File: src/rtl/node_reg_ready.sv
// Valid/ready pipeline node with both directions registered.
// A two-entry skid buffer (output register + skid register) lets the
// upstream ready be a flop while still sustaining one word per cycle.
//
// state | meaning
// EMPTY | no word held; valid_down_out=0
// BUSY  | one word in the output register
// FULL  | output register and skid register both hold a word; ready_up_out=0
module node_reg_ready #(
    parameter int WIDTH = 32
) (
    input  logic             clk,
    input  logic             rst_n,
    input  logic [WIDTH-1:0] data_in,
    input  logic             valid_up_in,
    input  logic             ready_down_in,
    output logic [WIDTH-1:0] data_out,
    output logic             valid_down_out,
    output logic             ready_up_out
);

    // State is encoded directly by {valid_down_out, skid_valid}.
    localparam logic [1:0] ST_EMPTY = 2'b00;
    localparam logic [1:0] ST_BUSY  = 2'b10;
    localparam logic [1:0] ST_FULL  = 2'b11;

    logic [WIDTH-1:0] data_q, data_d;
    logic [WIDTH-1:0] skid_data_q, skid_data_d;
    logic             valid_q, valid_d;
    logic             skid_valid_q, skid_valid_d;
    logic             ready_q, ready_d;
    logic             up_fire;
    logic             down_fire;
    logic [1:0]       state;

    assign up_fire   = valid_up_in & ready_q;
    assign down_fire = valid_q & ready_down_in;
    assign state     = {valid_q, skid_valid_q};

    // Next-state logic for the output/skid registers and the registered ready.
    always_comb begin
        data_d       = data_q;
        skid_data_d  = skid_data_q;
        valid_d      = valid_q;
        skid_valid_d = skid_valid_q;
        case (state)
            ST_EMPTY: begin
                if (up_fire) begin
                    valid_d = 1'b1;
                    data_d  = data_in;
                end
            end
            ST_BUSY: begin
                if (up_fire && down_fire) begin
                    data_d = data_in;
                end else if (up_fire) begin
                    skid_valid_d = 1'b1;
                    skid_data_d  = data_in;
                end else if (down_fire) begin
                    valid_d = 1'b0;
                end
            end
            ST_FULL: begin
                // up_fire cannot happen here: ready_q is low while FULL.
                if (down_fire) begin
                    data_d       = skid_data_q;
                    skid_valid_d = 1'b0;
                end
            end
            default: begin
                // Unreachable (0,1) encoding: recover to EMPTY.
                skid_valid_d = 1'b0;
                valid_d      = 1'b0;
            end
        endcase
        // Ready is low exactly in the cycles the node will be FULL.
        ready_d = ~(valid_d & skid_valid_d);
    end

    // State registers with asynchronous clear; all buffered words are discarded.
    always_ff @(posedge clk or negedge rst_n) begin
        if (!rst_n) begin
            data_q       <= '0;
            skid_data_q  <= '0;
            valid_q      <= 1'b0;
            skid_valid_q <= 1'b0;
            ready_q      <= 1'b0;
        end else begin
            data_q       <= data_d;
            skid_data_q  <= skid_data_d;
            valid_q      <= valid_d;
            skid_valid_q <= skid_valid_d;
            ready_q      <= ready_d;
        end
    end

    assign data_out       = data_q;
    assign valid_down_out = valid_q;
    assign ready_up_out   = ready_q;

endmodule

File: config.mk
export PLATFORM = sky130hd
export DESIGN_NAME = node_reg_ready
export DESIGN_NICKNAME = d
export VERILOG_FILES = /design/src/rtl/node_reg_ready.sv
export SDC_FILE = /design/constraint.sdc
export NUM_CORES = 1
export LEC_CHECK = 0
export CAP_MARGIN = 10
export CORE_MARGIN = 3
export CORE_UTILIZATION = 51
export CTS_BUF_LIST = sky130_fd_sc_hd__clkbuf_4
export DETAILED_ROUTE_END_ITERATION = 10
export GPL_TIMING_DRIVEN = 1
export MAX_ROUTING_LAYER = met4
export PLACE_DENSITY = 0.82
export SYNTH_ARGS = -nofsm -noshare
export SYNTH_HDL_FRONTEND = slang
export SYNTH_SLANG_ARGS = --single-unit
File: constraint.sdc
create_clock -name clk -period 2.1 [get_ports clk]
set_clock_uncertainty 0.1 [all_clocks]
set_input_delay 0.525 -clock clk [delete_from_list [all_inputs] [get_ports clk]]
set_output_delay 0.525 -clock clk [all_outputs]
set_load 0.005 [all_outputs]
==> results of run 1 <==
==> metal layers <==
layer  up-vias  global-route usage (%)  wire length, um
met4         0                   10.96              106
met2        57                   31.42             3086
li1        992                       -                -
met3         7                   4.276              242
met5         -                       -                0
met1      1056                   25.72             2705
==> worst max-delay path by stage <==
| stage | end | cells past startpoint | slack (ns) | startpoint |
|---|---|---|---|---|
| floorplan | data_out[0]$_DFFE_PN0P_ | 6 | 0.36 | valid_down_out$_DFF_PN0_ |
| global placement | skid_data_q[22]$_DFFE_PN0P_ | 5 | -0.04 | ready_down_in |
| detailed placement | data_out[28]$_DFFE_PN0P_ | 5 | -0.07 | valid_up_in |
| CTS | valid_down_out | 1 | 0.0007 | valid_down_out$_DFF_PN0_ |
| global route | valid_down_out | 1 | 0.03 | valid_down_out$_DFF_PN0_ |
| finish | valid_down_out | 1 | 0.11 | valid_down_out$_DFF_PN0_ |
==> sequential cells by signal (all words and copies together), names as in the netlist <==
| name | flops |
|---|---|
| data_out | 32 |
| valid_down_out | 1 |
| skid_valid_q | 1 |
| ready_up_out | 1 |
| skid_data_q | 32 |
==> layout by cell type, fill, tap and decap left out <==
| cell | n |
|---|---|
| sky130_fd_sc_hd__a211oi_1 | 2 |
| sky130_fd_sc_hd__a21oi_1 | 1 |
| sky130_fd_sc_hd__a21oi_2 | 1 |
| sky130_fd_sc_hd__a221oi_1 | 1 |
| sky130_fd_sc_hd__a22o_1 | 1 |
| sky130_fd_sc_hd__and4_1 | 1 |
| sky130_fd_sc_hd__buf_12 | 2 |
| sky130_fd_sc_hd__buf_2 | 1 |
| sky130_fd_sc_hd__buf_4 | 6 |
| sky130_fd_sc_hd__bufinv_16 | 1 |
| sky130_fd_sc_hd__clkbuf_4 | 9 |
| sky130_fd_sc_hd__clkdlybuf4s50_1 | 68 |
| sky130_fd_sc_hd__clkinv_1 | 3 |
| sky130_fd_sc_hd__clkinv_2 | 2 |
| sky130_fd_sc_hd__clkinvlp_4 | 1 |
| sky130_fd_sc_hd__dfrtp_1 | 66 |
| sky130_fd_sc_hd__dfrtp_2 | 1 |
| sky130_fd_sc_hd__ha_1 | 4 |
| sky130_fd_sc_hd__ha_2 | 1 |
| sky130_fd_sc_hd__inv_1 | 2 |
| sky130_fd_sc_hd__mux2_2 | 32 |
| sky130_fd_sc_hd__mux2i_1 | 32 |
| sky130_fd_sc_hd__nand2_1 | 4 |
| sky130_fd_sc_hd__nand2b_1 | 1 |
| sky130_fd_sc_hd__nand4_1 | 1 |
| sky130_fd_sc_hd__nor2_1 | 2 |
| sky130_fd_sc_hd__o21ai_0 | 34 |
| sky130_fd_sc_hd__o21ai_1 | 30 |
| sky130_fd_sc_hd__or2_4 | 1 |
==> what timing repair did <==
item	4_1_cts	5_1_grt
gates resized for setup	0	1
endpoints found under the setup margin	0	1
setup buffers	0	0
hold buffers	0	0
==> cells in the mapped netlist <==
| cell | count |
|---|---|
| sky130_fd_sc_hd__mux2i_1 | 32 |
| sky130_fd_sc_hd__mux2_2 | 32 |
| sky130_fd_sc_hd__o21ai_0 | 34 |
| sky130_fd_sc_hd__ha_1 | 5 |
| sky130_fd_sc_hd__nor2_1 | 2 |
| sky130_fd_sc_hd__buf_6 | 3 |
| sky130_fd_sc_hd__nand4_1 | 1 |
| sky130_fd_sc_hd__a21oi_1 | 1 |
| sky130_fd_sc_hd__dfrtp_1 | 67 |
| sky130_fd_sc_hd__o21ai_1 | 30 |
| sky130_fd_sc_hd__nand2_1 | 4 |
| sky130_fd_sc_hd__or2_4 | 1 |
| sky130_fd_sc_hd__a221oi_1 | 1 |
| sky130_fd_sc_hd__a21oi_2 | 1 |
| sky130_fd_sc_hd__buf_2 | 7 |
| sky130_fd_sc_hd__clkbuf_1 | 6 |
| sky130_fd_sc_hd__inv_1 | 2 |
| sky130_fd_sc_hd__a211oi_1 | 2 |
| sky130_fd_sc_hd__nand2b_1 | 1 |
| sky130_fd_sc_hd__and4_1 | 1 |
| sky130_fd_sc_hd__a22o_1 | 1 |
==> area by class of cell <==
type                    instances  area (um2)
fillers                       417        1703
clock buffers                   9       67.56
inverters                       2       7.507
flip-flops and latches         67        1678
clock inverters                 7       58.81
well taps                      72       90.09
multi-input cells             149        1165
repair buffers                 77       770.7
==> metrics by stage <==
stage          TNS (ns)  hold slack, ns  power, mW  util, %
4_1_cts               0         0.02652      5.853    69.24
3_3_place_gp     -1.368          0.3866      4.933    66.96
2_1_floorplan         0          0.1294      3.940        -
3_5_place_dp     -2.843          0.3936      5.070    66.96
6_report              0         0.02373      5.789    69.26
5_1_grt               0         0.01415      6.258    69.26
==> logic make-up after synthesis <==
group | share of synthesized area (%)
buffers and inverters | 3.364
adder cells (fa/ha/maj) | 2.129
AND/OR/NAND/NOR | 1.789
multiplexers | 23.17
AO/OA/AOI/OAI | 12.48
flip-flops | 57.07
==> power by group <==
part / internal, mW / total [mW] / switching, mW
registers: 1.96 / 2.31 / 0.347
clock network: 0.347 / 0.784 / 0.437
logic: 1.44 / 2.70 / 1.26
total: 3.75 / 5.79 / 2.04
==> summary.txt, run 1 <==
Reg-to-reg slack, setup = 0.27 ns
Number of nets still failing antenna checks after routing = 0
Post-route non-filler standard cell count = 383
Area of all placed cells without fillers = 0.003837 mm2
Clock transition at the register clock pins on the worst setup and hold paths after CTS = 0.10 ns
Final WS setup = 0.1120 ns
CTS root buffer = sky130_fd_sc_hd__clkbuf_4
Global placer's final weighted congestion = 0.8040
Worst-margin pin slew = 0.3714 ns
Data arrival time of the critical path = 1.36 ns
Number of max-capacitance violations reported = 0
Total wire length = 6140 um
Total via count in the routed design = 2112
Die Footprint = 0.006707 mm2
Cell at the slowest stage of the critical path = sky130_fd_sc_hd__clkdlybuf4s50_1
Die width = 81.90 um
Layout cell share with drive strength beyond 1 = 18.65%
Yosys top cell area share = 57.07%
CTS HTree Levels = 3
Number of remaining DRC errors = 0
Wire length of the first global-routing pass = 9984 um
Worst VDD drop = 0.9192 mV
First DRT Iteration DRCs = 147
Hold Fails Final Rpt = 0
Area Growth Syn to Fin = 30.62%
Top cells by area, synth = sky130_fd_sc_hd__dfrtp_1 57%, sky130_fd_sc_hd__mux2_2 12%, sky130_fd_sc_hd__mux2i_1 11%
Worst setup SP type = flip-flop
Synthesized netlist cell count = 234
RSZ-0062 raised after global routing = false
Setup Viol. Count Final = 0
Number of distinct library cells after synthesis = 21
Endpoint kind of the worst setup timing path = output port
Via count normalized by instance count = 5.514
Top Family by Delay on Critical Path = buffers and inverters
Number of primary I/O pins = 70
Largest net degree at the start of global routing = 68
Tightest Hold Check Type = in2async
CP Cell Sequence = clkdlybuf4s50_1
Period Utilization, post-route = 94.66%
First-pass iteration count of the detailed router = 4
Number of buffer and inverter stages on the critical path = 1
Total power divided by cell area = 1509 mW/mm2
Largest stage delay on the critical path = 0.52 ns
GRT Residual Overflow = 0
Period minus WS final = 1.988 ns
Clock net sink count = 67
Count of state elements after synthesis = 67
Endpoint of the worst register-to-register path = skid_data_q[0]$_DFFE_PN0P_
Critical path type = reg2out
Critical register-to-register path startpoint = skid_valid_q$_DFF_PN0_
Slew HR = 75.24%
Synth warnings = 0
Antenna cells = 0
HPWL after detailed placement = 4058 um
Share of the yosys chip area belonging to registers = 57.07%
Post-synthesis cell type with the largest combined area = sky130_fd_sc_hd__dfrtp_1
Number of global-route vias before repair = 2123
PortBufs = 69
Worst Path Required = 1.47 ns
Placed Instances = 367
Clock latency of the later-clocked register in the worst-skew pair = 0.39 ns
Maximum achievable frequency = 503.0 MHz
Peak fanout along the critical path = 8
Placed standard-cell area = 0.003710 mm2
Number of cell instances on the worst register-to-register path = 5
Placement-stage worst setup slack = -0.07438 ns
Per-cell routed wire length = 16.03 um
Static Leakage = 1.540 nW
Placeable Area = 0.005540 mm2
Final count of pins violating max slew = 0
Std cell rows = 27
Initial antenna violation count = 0
Inserted Clock Buffers = 9
Syn_area_per_cell = 12.55 um2
Clock tree from TritonCTS = yes
Overall Global Routing Usage = 20.56%
Max Root-Sink Buffers = 2
Status = finished clean
Starting density of the core = 53.03%
Post-Synthesis Net Count = 275
Chip Height = 81.90 um
Layout net count = 347
Total standard cell area after synthesis = 0.002938 mm2
(Power assumes the default switching activity.)
==> inputs of run 2 (changes only) <==
--- a/config.mk
+++ b/config.mk
@@ -5,9 +5,10 @@
 export SDC_FILE = /design/constraint.sdc
 export NUM_CORES = 1
 export LEC_CHECK = 0
+export ABC_AREA = 1
 export CAP_MARGIN = 10
 export CORE_MARGIN = 3
-export CORE_UTILIZATION = 51
+export CORE_UTILIZATION = 52
 export CTS_BUF_LIST = sky130_fd_sc_hd__clkbuf_4
 export DETAILED_ROUTE_END_ITERATION = 10
 export GPL_TIMING_DRIVEN = 1
==> run 2 against run 1 <==
- die area increased by 3.3%
- final cell count increased by 36%
- critical path depth unchanged
- sequential share of layout area decreased by 2.1 points
- maximum frequency about the same
- critical path type unchanged
- largest cell class unchanged
==> summary.txt, run 2 <==
Status = finished clean
Reg-to-reg slack, setup = 0.32 ns
Largest stage delay on the critical path = 0.52 ns
Top Family by Delay on Critical Path = buffers and inverters
Layout cell share with drive strength beyond 1 = 6.667%
First DRT Iteration DRCs = 192
Starting density of the core = 55.00%
Global placer's final weighted congestion = 0.7914
Number of remaining DRC errors = 0
Total wire length = 6911 um
Number of cell instances on the worst register-to-register path = 7
PortBufs = 69
Number of nets still failing antenna checks after routing = 0
Leading cell type in the layout, fill and taps excluded = sky130_fd_sc_hd__nand2_1
Clock tree from TritonCTS = yes
Max Root-Sink Buffers = 2
Critical path type = reg2out
Clock group share of total power = 18.5%
Period minus WS final = 1.988 ns
Number of setup buffers added after CTS = 0
Worst-margin pin slew = 0.3398 ns
Area Growth Syn to Fin = 29.88%
Commonest cells after routing, fill and taps aside = 139 x sky130_fd_sc_hd__nand2_1, 68 x sky130_fd_sc_hd__clkdlybuf4s50_1, 66 x sky130_fd_sc_hd__dfrtp_1
Final count of pins violating max slew = 0
Number of enable-type register cells in the synthesized netlist = 0
Static Leakage = 1.992 nW
Number of global-route vias before repair = 2650
Relative contribution of combinational cells to total power = 42.2%
CTS root buffer = sky130_fd_sc_hd__clkbuf_4
Final Util = 71.43%
Clock transition at the register clock pins on the worst setup and hold paths after CTS = 0.11 ns
HPWL after detailed placement = 4686 um
Worst Hold Path Cells = 2
Number of buffer and inverter stages on the critical path = 1
Yosys top cell area share = 54.03%
Slew HR = 77.32%
Layout filler cell count = 441
Initial antenna violation count = 0
Placement-stage worst setup slack = 0.06393 ns
CP Cell Sequence = clkdlybuf4s50_1
Die width = 83.25 um
Total via count in the routed design = 2682
Inserted Clock Buffers = 9
Total power divided by cell area = 1430 mW/mm2
Placeable Area = 0.005642 mm2
Final WS setup = 0.1119 ns
Clock latency of the later-clocked register in the worst-skew pair = 0.40 ns
Synthesized netlist cell count = 379
Area used by multi-input combinational logic = 0.001147 mm2
Number of primary I/O pins = 70
Layout net count = 486
Cell at the slowest stage of the critical path = sky130_fd_sc_hd__clkdlybuf4s50_1
Setup Viol. Count Final = 0
Overall Global Routing Usage = 22.10%
GRT Residual Overflow = 0
Seq pwr share = 39.2%
Number of distinct library cells after synthesis = 20
Post-Synthesis Net Count = 420
First-pass iteration count of the detailed router = 5
Cell-internal power = 3.669 mW
Most common flop cell mapped by yosys = sky130_fd_sc_hd__dfrtp_1
Worst Path Required = 1.47 ns
Synth warnings = 0
Std cell rows = 27
Syn_area_per_cell = 8.187 um2
Tightest Hold Check Type = reg2reg
Storage cell area = 0.001678 mm2
Maximum achievable frequency = 503.0 MHz
Sw frac = 36.33%
Most common cell in the netlist = sky130_fd_sc_hd__nand2_1
Data arrival time of the critical path = 1.36 ns
Share of the yosys chip area belonging to registers = 54.03%
Wire length of the first global-routing pass = 12180 um
Endpoint kind of the worst setup timing path = output port
RSZ-0062 raised after global routing = false
Via count normalized by instance count = 5.138
Peak fanout along the critical path = 7
Largest net degree at the start of global routing = 65
Die Footprint = 0.006931 mm2
CTS HTree Levels = 3
Worst VDD drop = 0.8148 mV
Total negative setup slack = 0 ns
Critical Path Stages = 1
Clock net sink count = 67
Period Utilization, post-route = 94.67%
Hold Fails Final Rpt = 0
Post-synthesis cell type with the largest combined area = sky130_fd_sc_hd__dfrtp_1
Share of synthesized flip-flops with an asynchronous set or reset = 100.0%
Count of state elements after synthesis = 67
Top cells by area, synth = sky130_fd_sc_hd__dfrtp_1 54%, sky130_fd_sc_hd__nand2_1 17%, sky130_fd_sc_hd__o21ai_0 10%
Worst setup SP type = flip-flop
Total standard cell area after synthesis = 0.003103 mm2
Sw power = 2.093 mW
Antenna cells = 0
Number of max-capacitance violations reported = 0
Tot Pwr = 5.762 mW
Chip Height = 83.25 um
Per-cell routed wire length = 13.24 um
Commonest cells in the netlist = 139 x sky130_fd_sc_hd__nand2_1, 67 x sky130_fd_sc_hd__dfrtp_1, 64 x sky130_fd_sc_hd__o21ai_0
[run 2: power by group through the flow]
| stage | registers [mW] | logic, mW | clock network (mW) |
|---|---|---|---|
| finish | 2.26 | 2.43 | 1.07 |
| global route | 2.34 | 2.76 | 1.13 |
| CTS | 2.26 | 2.47 | 1.08 |
| detailed placement | 2.28 | 2.45 | 0 |
| global placement | 2.26 | 2.34 | 0 |
| floorplan | 2.24 | 1.45 | 0 |
[run 2: area by class of cell]
class / instances / area share, %
clock buffers: 10 / 1.863
inverters: 38 / 3.539
well taps: 72 / 2.235
clock inverters: 6 / 2.577
flip-flops and latches: 67 / 41.63
repair buffers: 78 / 19.68
multi-input cells: 251 / 28.47
[run 2: cell families (layout without fill, tap and decap cells)]
family | count (synthesis) | in the layout | synth area share, %
buf+inv | 61 | 132 | 9.072
fa+ha+maj | 5 | 5 | 2.016
compound gates | 67 | 67 | 11.25
simple gates | 179 | 179 | 23.63
flops | 67 | 67 | 54.03
[run 2: metrics by stage]
stage,hold WS (ns),area [um2],cells
after floorplan,0.1294,3103,379
after global placement,0.3250,3840,505
after detailed placement,0.3308,3840,505
after CTS,0.3841,4029,522
after global routing,0.4073,4030,522
final,0.3809,4030,522
[run 2: worst min-delay path: cells and delay by family (launching register included)]
family / cells / cell delay, ns
flip-flops: 1 / 0.36
AND/OR/NAND/NOR: 2 / 0.09
[run 2: final timing paths]
check | start | endpoint
max in group asynchronous | rst_n | data_out[24]$_DFFE_PN0P_
min in group asynchronous | rst_n | data_out[30]$_DFFE_PN0P_
worst max-delay path | valid_down_out$_DFF_PN0_ | valid_down_out
worst min-delay path | data_out[9]$_DFFE_PN0P_ | data_out[9]$_DFFE_PN0P_
worst min register to register | data_out[9]$_DFFE_PN0P_ | data_out[9]$_DFFE_PN0P_
worst max register to register | skid_valid_q$_DFF_PN0_ | data_out[31]$_DFFE_PN0P_
[run 2: metal layers]
layer / track usage [%] / share of wire, %
met1: 27.60 / 43
met2: 34.48 / 49
met3: 5.258 / 6.1
met4: 9.510 / 2.4
met5: - / 0
[run 2: repair_timing]
item	4_1_cts	5_1_grt
setup endpoints to repair	0	1
hold buffers	1	0
gates resized for setup	0	1
hold endpoints to repair	11	0
==> inputs of run 3 (changes only) <==
--- a/config.mk
+++ b/config.mk
@@ -14,6 +14,8 @@
 export GPL_TIMING_DRIVEN = 1
 export MAX_ROUTING_LAYER = met4
 export PLACE_DENSITY = 0.82
+export RECOVER_POWER = 25
+export SKIP_CTS_REPAIR_TIMING = 1
 export SYNTH_ARGS = -nofsm -noshare
 export SYNTH_HDL_FRONTEND = slang
 export SYNTH_SLANG_ARGS = --single-unit
==> run 3 against run 2 <==
- non-clock buffer count unchanged
- routed wire length about the same
- sequential share of layout area barely moved
- hold slack did not move
- sequential power barely moved
- final cell count is the same
- via count stayed put
- critical path depth did not move
- final area about the same
- maximum frequency stayed put
- combinational power about the same
- register-to-register slack about the same
- critical endpoint unchanged
==> summary.txt, run 3 (synthesis gave the netlist of run 2 again) <==
Max Root-Sink Buffers = 2
CTS HTree Levels = 3
Placeable Area = 0.005642 mm2
Via count normalized by instance count = 5.138
RSZ-0062 raised after global routing = false
Total via count in the routed design = 2682
CTS root buffer = sky130_fd_sc_hd__clkbuf_4
Die Footprint = 0.006931 mm2
Total wire length = 6910 um
Antenna cells = 0
Placement-stage worst setup slack = 0.06393 ns
GRT Residual Overflow = 0
Worst min-delay path startpoint = data_out[9]$_DFFE_PN0P_
Initial antenna violation count = 0
Tightest Hold Check Type = reg2reg
Static Leakage = 1.990 nW
Endpoint of the worst register-to-register path = data_out[31]$_DFFE_PN0P_
Die width = 83.25 um
Largest stage delay on the critical path = 0.52 ns
Clock tree from TritonCTS = yes
Tot Pwr = 5.761 mW
Placed standard-cell area = 0.003840 mm2
Endpoint of the worst hold path = data_out[9]$_DFFE_PN0P_
Total negative setup slack = 0 ns
CP Cell Sequence = clkdlybuf4s50_1
Number of buffer and inverter stages on the critical path = 1
Leading cell type in the layout, fill and taps excluded = sky130_fd_sc_hd__nand2_1
Final count of pins violating max slew = 0
Worst Hold Path Cells = 2
Cell at the slowest stage of the critical path = sky130_fd_sc_hd__clkdlybuf4s50_1
Top Family by Delay on Critical Path = buffers and inverters
Post-route worst hold slack = 0.3809 ns
Status = finished clean
Number of nets still failing antenna checks after routing = 0
Inserted Clock Buffers = 9
Largest net degree at the start of global routing = 65
Starting density of the core = 55.00%
Overall Global Routing Usage = 22.06%
Layout net count = 486
Number of global-route vias before repair = 2650
HPWL after detailed placement = 4686 um
Startpoint of the worst setup timing path = valid_down_out$_DFF_PN0_
Wire length of the first global-routing pass = 12160 um
Period minus WS final = 1.988 ns
Setup Viol. Count Final = 0
Critical path type = reg2out
First-pass iteration count of the detailed router = 5
Clock latency of the later-clocked register in the worst-skew pair = 0.40 ns
Worst Path Required = 1.47 ns
Layout cell share with drive strength beyond 1 = 6.444%
Total power divided by cell area = 1430 mW/mm2
Worst-margin pin slew = 0.7264 ns
Endpoint kind of the worst setup timing path = output port
Global placer's final weighted congestion = 0.7914
Final WS setup = 0.1119 ns
Area Growth Syn to Fin = 29.84%
Number of remaining DRC errors = 0
Commonest cells after routing, fill and taps aside = 139 x sky130_fd_sc_hd__nand2_1, 68 x sky130_fd_sc_hd__clkdlybuf4s50_1, 66 x sky130_fd_sc_hd__dfrtp_1
Critical register-to-register path startpoint = skid_valid_q$_DFF_PN0_
Hold Fails Final Rpt = 0
Number of primary I/O pins = 70
Per-cell routed wire length = 13.24 um
Clock net sink count = 67
Std cell rows = 27
First DRT Iteration DRCs = 192
Data arrival time of the critical path = 1.36 ns
Reg-to-reg slack, setup = 0.32 ns
Area of all placed cells without fillers = 0.004029 mm2
Worst VDD drop = 0.8147 mV
Worst setup SP type = flip-flop
Period Utilization, post-route = 94.67%
Peak fanout along the critical path = 7
Slew HR = 51.57%
Clock transition at the register clock pins on the worst setup and hold paths after CTS = 0.11 ns
PortBufs = 69
Chip Height = 83.25 um
Critical Path Stages = 1
Number of cell instances on the worst register-to-register path = 7
Maximum achievable frequency = 503.0 MHz
Number of max-capacitance violations reported = 0
[run 3: cell types whose count changed in the layout (fill, tap and decap cells not counted)]
cell,change
sky130_fd_sc_hd__clkbuf_1,+1
sky130_fd_sc_hd__buf_2,-1
[run 3: worst max-delay path by stage]
stage | endpoint
final | valid_down_out
after global routing | valid_down_out
after CTS | valid_down_out
after detailed placement | data_out[8]$_DFFE_PN0P_
after floorplan | data_out[0]$_DFFE_PN0P_
after global placement | data_out[23]$_DFFE_PN0P_
[run 3: metrics by stage]
stage | std cells | util [%]
after floorplan | 379 | -
after CTS | 521 | 71.24
after global placement | 505 | 68.06
after global routing | 522 | 71.41
after detailed placement | 505 | 68.06
final | 522 | 71.41
[run 3: layout make-up]
type	instances	area, um2
clock buffers	10	75.07
clock inverters	6	103.9
fillers	442	1613
inverters	38	142.6
multi-input cells	251	1147
flip-flops and latches	67	1678
well taps	72	90.09
repair buffers	78	792.0
[run 3: where the power goes]
part | switching, mW | total [mW] | internal, mW | leakage, nW
sequential | 0.349 | 2.26 | 1.91 | 0.830
clock | 0.459 | 1.07 | 0.609 | 0.0978
combinational | 1.28 | 2.43 | 1.15 | 1.06
[run 3: routing by layer]
layer / share of wire (%) / routed length, um / GRT usage (%) / vias to the layer above
met2: 49 / 3353 / 34.33 / 87
li1: - / - / - / 1329
met5: 0 / 0 / - / -
met3: 6.1 / 419 / 5.357 / 16
met1: 43 / 2968 / 27.53 / 1250
met4: 2.4 / 167 / 9.510 / 0
